### src/rtl/param_updown_counter.sv
`default_nettype none
// ============================================================================
// Module   : param_updown_counter
// Purpose  : Synchronous up/down modulo counter with load, wrap/saturate mode,
//            terminal-count, wrap-pulse and saturation-flag outputs.
// Revision : 1.0 - initial release
// ============================================================================
module param_updown_counter #(
    parameter int unsigned WIDTH     = 4,
    parameter int unsigned MODULUS   = 16,
    parameter bit          SATURATE  = 1'b0,
    parameter int unsigned RESET_VAL = 0
) (
    input  logic             clk,
    input  logic             reset,
    input  logic             en,
    input  logic             up_dn,
    input  logic             load,
    input  logic [WIDTH-1:0] d,
    output logic [WIDTH-1:0] q,
    output logic             tc,
    output logic             wrap,
    output logic             sat
);

    localparam logic [WIDTH-1:0] MAX_VAL  = WIDTH'(MODULUS - 1);
    localparam logic [WIDTH-1:0] RST_VAL  = WIDTH'(RESET_VAL);
    localparam logic [WIDTH-1:0] ONE      = WIDTH'(1);
    localparam logic [WIDTH-1:0] ZERO     = '0;

    logic             at_max;
    logic             at_min;
    logic [WIDTH-1:0] load_val;
    logic             sat_q;

    assign at_max   = (q == MAX_VAL);
    assign at_min   = (q == ZERO);
    // Out-of-range load values clamp to the top of the count range.
    assign load_val = (d > MAX_VAL) ? MAX_VAL : d;

    assign tc  = (up_dn & at_max) | (~up_dn & at_min);
    assign sat = SATURATE ? sat_q : 1'b0;

    always_ff @(posedge clk) begin
        if (reset) begin
            q     <= RST_VAL;
            wrap  <= 1'b0;
            sat_q <= 1'b0;
        end else if (load) begin
            q     <= load_val;
            wrap  <= 1'b0;
            sat_q <= 1'b0;
        end else if (en) begin
            wrap <= 1'b0;
            if (up_dn) begin
                if (!at_max) begin
                    q     <= q + ONE;
                    sat_q <= 1'b0;
                end else if (SATURATE) begin
                    sat_q <= 1'b1;
                end else begin
                    q     <= ZERO;
                    wrap  <= 1'b1;
                    sat_q <= 1'b0;
                end
            end else begin
                if (!at_min) begin
                    q     <= q - ONE;
                    sat_q <= 1'b0;
                end else if (SATURATE) begin
                    sat_q <= 1'b1;
                end else begin
                    q     <= MAX_VAL;
                    wrap  <= 1'b1;
                    sat_q <= 1'b0;
                end
            end
        end else begin
            // Idle edge: hold count and saturation level, drop the wrap pulse.
            wrap <= 1'b0;
        end
    end

endmodule
`default_nettype wire

### config.mk
export PLATFORM = sky130hd
export DESIGN_NAME = param_updown_counter
export DESIGN_NICKNAME = d
export VERILOG_FILES = /design/src/rtl/param_updown_counter.sv
export SDC_FILE = /design/constraint.sdc
export NUM_CORES = 1
export LEC_CHECK = 0
export BUFFER_PORTS_ARGS = -buffer_cell sky130_fd_sc_hd__buf_2
export CAP_MARGIN = 15
export CELL_PAD_IN_SITES_DETAIL_PLACEMENT = 1
export CELL_PAD_IN_SITES_GLOBAL_PLACEMENT = 1
export CORE_AREA = 3 3 40 42
export CTS_BUF_LIST = sky130_fd_sc_hd__clkbuf_4 sky130_fd_sc_hd__clkbuf_8
export DETAILED_ROUTE_END_ITERATION = 8
export DIE_AREA = 0 0 43 45
export PLACE_DENSITY = 0.75
export SYNTH_ARGS = -nofsm -noshare
export SYNTH_HDL_FRONTEND = slang
export SYNTH_SLANG_ARGS = --single-unit
### constraint.sdc
create_clock -name clk -period 1.9 [get_ports clk]
set_clock_uncertainty 0.15 [all_clocks]
set_input_delay 0.095 -clock clk [delete_from_list [all_inputs] [get_ports clk]]
set_output_delay 0.095 -clock clk [all_outputs]
set_load 0.02 [all_outputs]
==> After elaboration in Yosys (flattened, before gate mapping) <==
Index checks and enable logic that the tools add are counted.
{ "word_totals": {"word_cells": 23, "ff_bits": 5, "inputBits": 9, "out_inout_bits": 7} }
{ "op_classes": {"bitwise": 5, "eq_ne": 1, "muxes": 9, "reduce_logical": 3, "magnitude_cmp": 1, "n_addsub": 2} }
{ "op_table": {"columns": ["operator", "count"], "rows": [
  ["two-way mux 4 bit", 6],
  ["adder 4 x 1 -> 4 bit, second input constant", 1],
  ["equality test 4 bit, second input constant", 1],
  ["> comparator 4 bit, second input constant", 1],
  ["zero test 4 bit", 1],
  ["subtractor 4 x 1 -> 4 bit, second input constant", 1],
  ["two-way mux 1 bit", 3],
  ["OR reduction 3 bit", 1],
  ["AND 1 bit", 2],
  ["NOT 1 bit", 2],
  ["nonzero test 2 bit", 1],
  ["OR 1 bit", 1]
]} }

==> Longest topological paths before layout <==
Gate-level depths: netlist of the first run.
{ "logic_depth": {"word_depth": 5, "depth_mapped": 6, "ltp_nobuf": 6} }

==> Worst setup path before layout of the first run <==
No wires, ideal clock.
{ "synth_timing": {"kind": "reg-to-reg", "start": "register q[0]", "end": "register wrap", "slack_ns": -0.089, "stages_incl_launch_ff": 6, "arrival_time_ns": 1.779, "required_time_ns": 1.690, "n_path_buf": 0, "period_less_slack_ns": 1.989, "setup_time_ns": 0.060, "cell_sequence": "dfxtp_1 > inv_1 > ha_1 > or3b_1 > o21ai_0 > and2b_1"} }
{ "synth_between": {"elab_chain_len": 3, "word_cells_on_any_way": 5, "classes_between": "eq/ne (1); mux (3); reduce/logical (1)"} }
{ "synth_rtl": {"columns": ["element", "line", "source"], "rows": [
  ["from (decl)", "20", "output logic [WIDTH-1:0] q,"],
  ["from (signal assigned)", "50", "q <= load_val;"],
  ["from (signal assigned)", "57", "q <= q + ONE;"],
  ["from (signal assigned)", "68", "q <= q - ONE;"],
  ["equality test 4 bit or zero test 4 bit (tied branches)", "36, 37", null],
  ["two-way mux 1 bit (on tied branches)", "56, 67", null],
  ["two-way mux 1 bit (*)", "55", "if (up_dn) begin"],
  ["to (signal assigned)", "47", "wrap <= 1'b0;"],
  ["to (signal assigned)", "54", "wrap <= 1'b0;"],
  ["to (signal assigned)", "63", "wrap <= 1'b1;"],
  ["to (decl)", "22", "output logic wrap,"]
]} }
Mark *: on every way between the ends. The rest lies on a longest branch, timed or not.
A chain may end at the register's enable or synchronous reset.

==> Worst setup path in the final report of the first run <==
{ "layout_timing": {"start": "register q[1]", "end": "output tc"} }
{ "layout_between": {"elab_chain_len": 3, "word_cells_on_any_way": 5, "classes_between": "eq/ne (1); bitwise (3); reduce/logical (1)"} }
{ "layout_rtl": {"columns": ["element", "line", "source"], "rows": [
  ["equality test 4 bit or zero test 4 bit (tied branches)", "36, 37", null],
  ["AND 1 bit", "41", "assign tc = (up_dn & at_max) | (~up_dn & at_min);"],
  ["OR 1 bit (*)", "41", null],
  ["to (decl)", "21", "output logic tc,"]
]} }
Marked as above.

==> metrics.txt, run 1 <==
status complete, no violations; Hold Crit Start d[1]; worst skew pair latency 0.25 ns; Yosys warnings 0; CTS tree done; CP startpoint kind register; final worst path period need 1.85 ns; Leak 0.245 nW; nature of the critical path endpoint output port; Die H 45 microns; number of I/O pins 16; pre-CTS setup slack 0.224 ns; count of different cell masters after synthesis 25; CTS root buf clkbuf_4; crit path kind reg2out; CP startpoint q[1]; CP max stage cell or3b_1; Total GRT Usage 11.6%; hold slack 0.00945 ns; Peak VDD IR 0.000234 V; Placement Cell Area 452 sq um; share of layout cells above drive strength 1 34.3%; dominant cell type by area after synthesis dfxtp_1; Clock Sinks 5; grt total ovfl 0; vias per cell 4.99; Arrival @ worst endpoint 1.60 ns; cells along the critical path inv_1 > ha_2 > or3b_1 > o21ai_2 > buf_4; largest net degree at the start of global routing 10; Area growth, synth to finish 42.0%; final WL 1.04 mm; n_diodes 0; antenna-violating nets left 0; Critical Path RT 1.65 ns; Core Area 0.00128 sq mm; Syn Area/Cell 7.80 sq um; worst r2r dst q[0]; WHS Endpoint q[1]; routed vias 409; period utilization 97.3%; pwr dens 701 mW/mm^2; synthesized area 367 sq um; flops & latches, synth 5; Yosys top cell area share 27.3%; most frequent cells in the layout buf_2 (13), inv_1 (5), a21oi_1 (5), dfxtp_1 (5); design area 520 sq um; ranking of synthesized cells by area dfxtp_1 (27%), a21oi_1 (6.8%), ha_1 (6.8%); final slew viol count 0; Worst Hold Depth 4; Fmax 0.541 GHz; drt wl/cell 12.6 microns; Crit Path Max Fanout 6; routability cong. 0.708; Max-Cap Viols 0; # rows 13; drt pass-1 iters 1; r2r setup slk 0.21 ns; Setup violations, final 0; delay-heaviest family, CP simple AND/OR/NAND/NOR gates; Seq/Total Area, Yosys 27.3%; syn nets 58; first-pass GRT wire length 1.55 mm; Crit path largest cell delay 0.39 ns; # H-tree levels 1; vias in the first global route 370; final non-filler cell total 82; power consumption 0.365 mW; Reg2Reg Launch Point q[1]; most common cell after layout, fill and taps aside buf_2; R2R depth 6; initial core utilization 28.5%; Buf/Inv on CP 2; DRT iter0 DRCs 0; cells after synthesis 47; Final Hold Viols 0; Max clock buf depth 2; Horiz. Die Dim 43 microns; worst setup margin 0.0511 ns; clk slew on worst S/H paths 0.04 ns; worst hold path type in2reg; HPWL Detailed 779 microns; number of nets in the final layout 79; Post-Place Cells 75; fin util 40.5%; DRC violations left 0; die area 0.00194 sq mm; initial antenna violation count 0; setup_tns 0 ns; PortBufs 14; setup bufs post-CTS 0; CTS buffer count 3
[routing by layer]
layer	track usage (%)	wire, microns	part of all wire (%)	vias to the layer above
met5	0	0	0	-
met4	9.04	26	2.5	0
met2	17.1	465	45	17
met1	12.6	452	44	186
li1	-	-	-	202
met3	5.98	90	8.7	4
[repair_timing]
item	CTS	global route
setup endpoints to repair	0	1
gates resized for setup	0	3
endpoints found under the hold margin	3	0
hold buffers	3	0
[how the worst max path moves through the flow]
stage	to	cells after the start
2_1_floorplan	wrap	5
3_3_place_gp	q[0]	6
3_5_place_dp	q[0]	6
4_1_cts	tc	5
5_1_grt	tc	5
6_report	tc	5
[area by class of cell]
type | count | area [sq um]
Sequential cell | 5 | 100
Timing Repair Buffer | 18 | 110
Fill cell | 176 | 764
Clock buffer | 4 | 30.0
Inverter | 5 | 18.8
Multi-Input combinational cell | 35 | 243
Tap cell | 15 | 18.8
[worst reg2reg max path, stage by stage (launching register included)]
cell,delay (ns)
dfxtp_1,0.34
inv_1,0.12
ha_2,0.20
or3b_1,0.39
a21oi_1,0.16
o221ai_1,0.12
a21oi_1,0.14
[cells in the mapped netlist (all sizes together)]
cell / n
clkbuf: 1
a31oi: 1
nand2: 4
nor3b: 1
a21oi: 5
nor2: 1
nor2b: 1
o32ai: 1
or3b: 2
and2b: 1
mux2i: 1
nand2b: 1
conb: 1
o21a: 1
dfxtp: 5
mux2: 1
ha: 2
o221ai: 1
o311a: 1
and3: 1
buf: 1
o21ai: 5
nand4: 1
xnor2: 2
inv: 5
[kinds of logic (layout without fill, tap and decap cells)]
family | count (synthesis) | count (layout) | synth area share (%)
other | 1 | 1 | 1.02
XOR/XNOR | 2 | 2 | 4.78
adder cells (fa/ha/maj) | 2 | 2 | 6.82
AND/OR/NAND/NOR | 13 | 13 | 21.2
AO/OA/AOI/OAI | 15 | 15 | 24.9
multiplexers | 2 | 2 | 5.80
buffers and inverters | 7 | 27 | 8.19
flip-flops | 5 | 5 | 27.3
[registers in the layout, indices dropped and copies added (netlist names)]
| register | flops |
|---|---|
| q | 4 |
| wrap | 1 |
[where the power goes]
| part | switching, mW | leakage [nW] | internal [mW] |
|---|---|---|---|
| clock network | 0.0477 | 0.0184 | 0.0939 |
| logic | 0.0527 | 0.185 | 0.0477 |
| registers | 0.0103 | 0.0413 | 0.113 |
| total | 0.111 | 0.245 | 0.254 |
No activity file was read; power rests on OpenSTA's default activity.
==> run 2, diff against run 1 <==
--- a/config.mk
+++ b/config.mk
@@ -14,6 +14,7 @@
 export DETAILED_ROUTE_END_ITERATION = 8
 export DIE_AREA = 0 0 43 45
-export PLACE_DENSITY = 0.75
+export PLACE_DENSITY_LB_ADDON = 0.1
 export SYNTH_ARGS = -nofsm -noshare
 export SYNTH_HDL_FRONTEND = slang
 export SYNTH_SLANG_ARGS = --single-unit
+export TNS_END_PERCENT = 20
==> constraint.sdc (replaced) <==
create_clock -name clk -period 1.9 [get_ports clk]
set_clock_uncertainty 0.15 [all_clocks]
set_input_delay 0.19 -clock clk [delete_from_list [all_inputs] [get_ports clk]]
set_output_delay 0.19 -clock clk [all_outputs]
set_load 0.02 [all_outputs]
==> run 2 against run 1 <==
Setup slack improved by 0.060 ns; total power is 0.52% higher; worst hold slack better by 0.013 ns; global-route usage up 0.064 points; largest cell class unchanged; clock power down 4%.
==> metrics.txt, run 2 (synthesis gave the netlist of run 1 again) <==
fin util 39.7% (was 40.5%); Hold Crit Start reset (was d[1]); die area 0.00194 sq mm (unchanged); pre-CTS setup slack 0.241 ns (was 0.224 ns); Die H 45 microns (unchanged); Critical Path RT 1.56 ns (was 1.65 ns); share of layout cells above drive strength 1 41.5% (was 34.3%); CP startpoint q[0] (was q[1]); worst hold path type in2reg (unchanged); FF/Latch Area 100 sq um (unchanged); Horiz. Die Dim 43 microns (unchanged); drt wl/cell 12.4 microns (was 12.6 microns); Crit Path Max Fanout 3 (was 6); Leak 0.240 nW (was 0.245 nW); n_diodes 0 (unchanged); Reg2Reg Launch Point q[0] (was q[1]); initial antenna violation count 0 (unchanged); vias in the first global route 375 (was 370); Area growth, synth to finish 39.2% (was 42.0%); Peak VDD IR 0.000328 V (was 0.000234 V); worst skew pair latency 0.24 ns (was 0.25 ns); CP startpoint kind register (unchanged); PortBufs 14 (unchanged); DRC violations left 0 (unchanged); flip-flop count of the largest register after layout 4 (unchanged); clk slew on worst S/H paths 0.04 ns (about the same); final worst path period need 1.79 ns (was 1.85 ns); final WL 995 microns (was 1.04 mm); CTS buffer count 3 (unchanged); vias per cell 4.85 (was 4.99); Total GRT Usage 11.6% (about the same); DRT iter0 DRCs 2 (was 0); period utilization 94.2% (was 97.3%); number of nets in the final layout 77 (was 79); # rows 13 (unchanged); pwr dens 719 mW/mm^2 (was 701 mW/mm^2); # H-tree levels 1 (unchanged); most frequent cells in the layout buf_2 (13), a21oi_1 (5), dfxtp_1 (5) (was buf_2 (13), inv_1 (5), a21oi_1 (5), dfxtp_1 (5)); hold slack 0.0225 ns (was 0.00945 ns); design area 510 sq um (was 520 sq um); worst setup margin 0.111 ns (was 0.0511 ns); HPWL Detailed 757 microns (was 779 microns); CTS root buf clkbuf_4 (unchanged); Placement Cell Area 459 sq um (was 452 sq um); Core Area 0.00128 sq mm (unchanged); Max clock buf depth 2 (unchanged); Clock Sinks 5 (unchanged); Post-CTS Hold Fix Bufs 0 (was 3); Biggest register q (unchanged); status complete, no violations (unchanged); RSZ-0062 raised after global routing no; antenna-violating nets left 0 (unchanged); Setup violations, final 0 (unchanged); routed vias 388 (was 409); top flop regs q (4), wrap (1) (unchanged); Fmax 0.559 GHz (was 0.541 GHz); CTS tree done (unchanged); drt pass-1 iters 2 (was 1); setup_tns 0 ns (unchanged); Final Hold Viols 0 (unchanged); routability cong. 0.692 (was 0.708); most common cell after layout, fill and taps aside buf_2 (unchanged); Max-Cap Viols 0 (unchanged); nature of the critical path endpoint output port (unchanged); first-pass GRT wire length 1.58 mm (was 1.55 mm); filler cell count 173 (was 176); grt total ovfl 0 (unchanged); crit path kind reg2out (unchanged); Arrival @ worst endpoint 1.45 ns (was 1.60 ns); number of I/O pins 16 (unchanged); initial core utilization 28.5% (unchanged); Multi-input gate area 255 sq um (was 243 sq um); largest net degree at the start of global routing 10 (unchanged); final slew viol count 0 (unchanged)
==> run 2: per-layer routing <==
metal	wire length, microns	GRT usage (%)	vias up
met3	63	5.18	4
met5	0	0	-
met2	438	17.7	11
met1	457	12.0	173
met4	35	10.8	0
li1	-	-	200
==> run 2: area by class of cell <==
class	instances	share of cell area, %
multi-input cells	35	50.0
flip-flops and latches	5	19.6
repair buffers	16	17.2
clock buffers	4	5.88
well taps	15	3.68
inverters	5	3.68
==> run 2: path summary, 6_finish.rpt <==
| path | slack [ns] | cells after the start | to |
|---|---|---|---|
| max | 0.11 | 5 | tc |
| min | 0.02 | 2 | q[1] |
| max reg2reg | 0.29 | 6 | q[0] |
| min reg2reg | 0.54 | 2 | wrap |
==> run 2: what timing repair did <==
item | in CTS | in global routing
setup endpoints to repair | 0 | 1
gates resized for setup | 0 | 7
setup buffers | 0 | 0
hold endpoints to repair | 0 | 0
==> run 2: per-stage QoR <==
step                      total power, mW  instances
after global routing                0.396         80
after global placement              0.221         76
after CTS                           0.363         80
after floorplan                     0.185         47
final                               0.367         80
after detailed placement            0.220         76
==> run 2: critical path: stages (launching register included) <==
cell,delay [ns]
dfxtp_1,0.31
inv_2,0.09
ha_4,0.15
or3b_4,0.38
o21ai_2,0.13
buf_4,0.15
==> run 2: power breakdown <==
group | switching [mW] | internal, mW
Combinational | 0.0563 | 0.0514
Sequential | 0.00943 | 0.113
Clock | 0.0435 | 0.0936
Total | 0.109 | 0.258
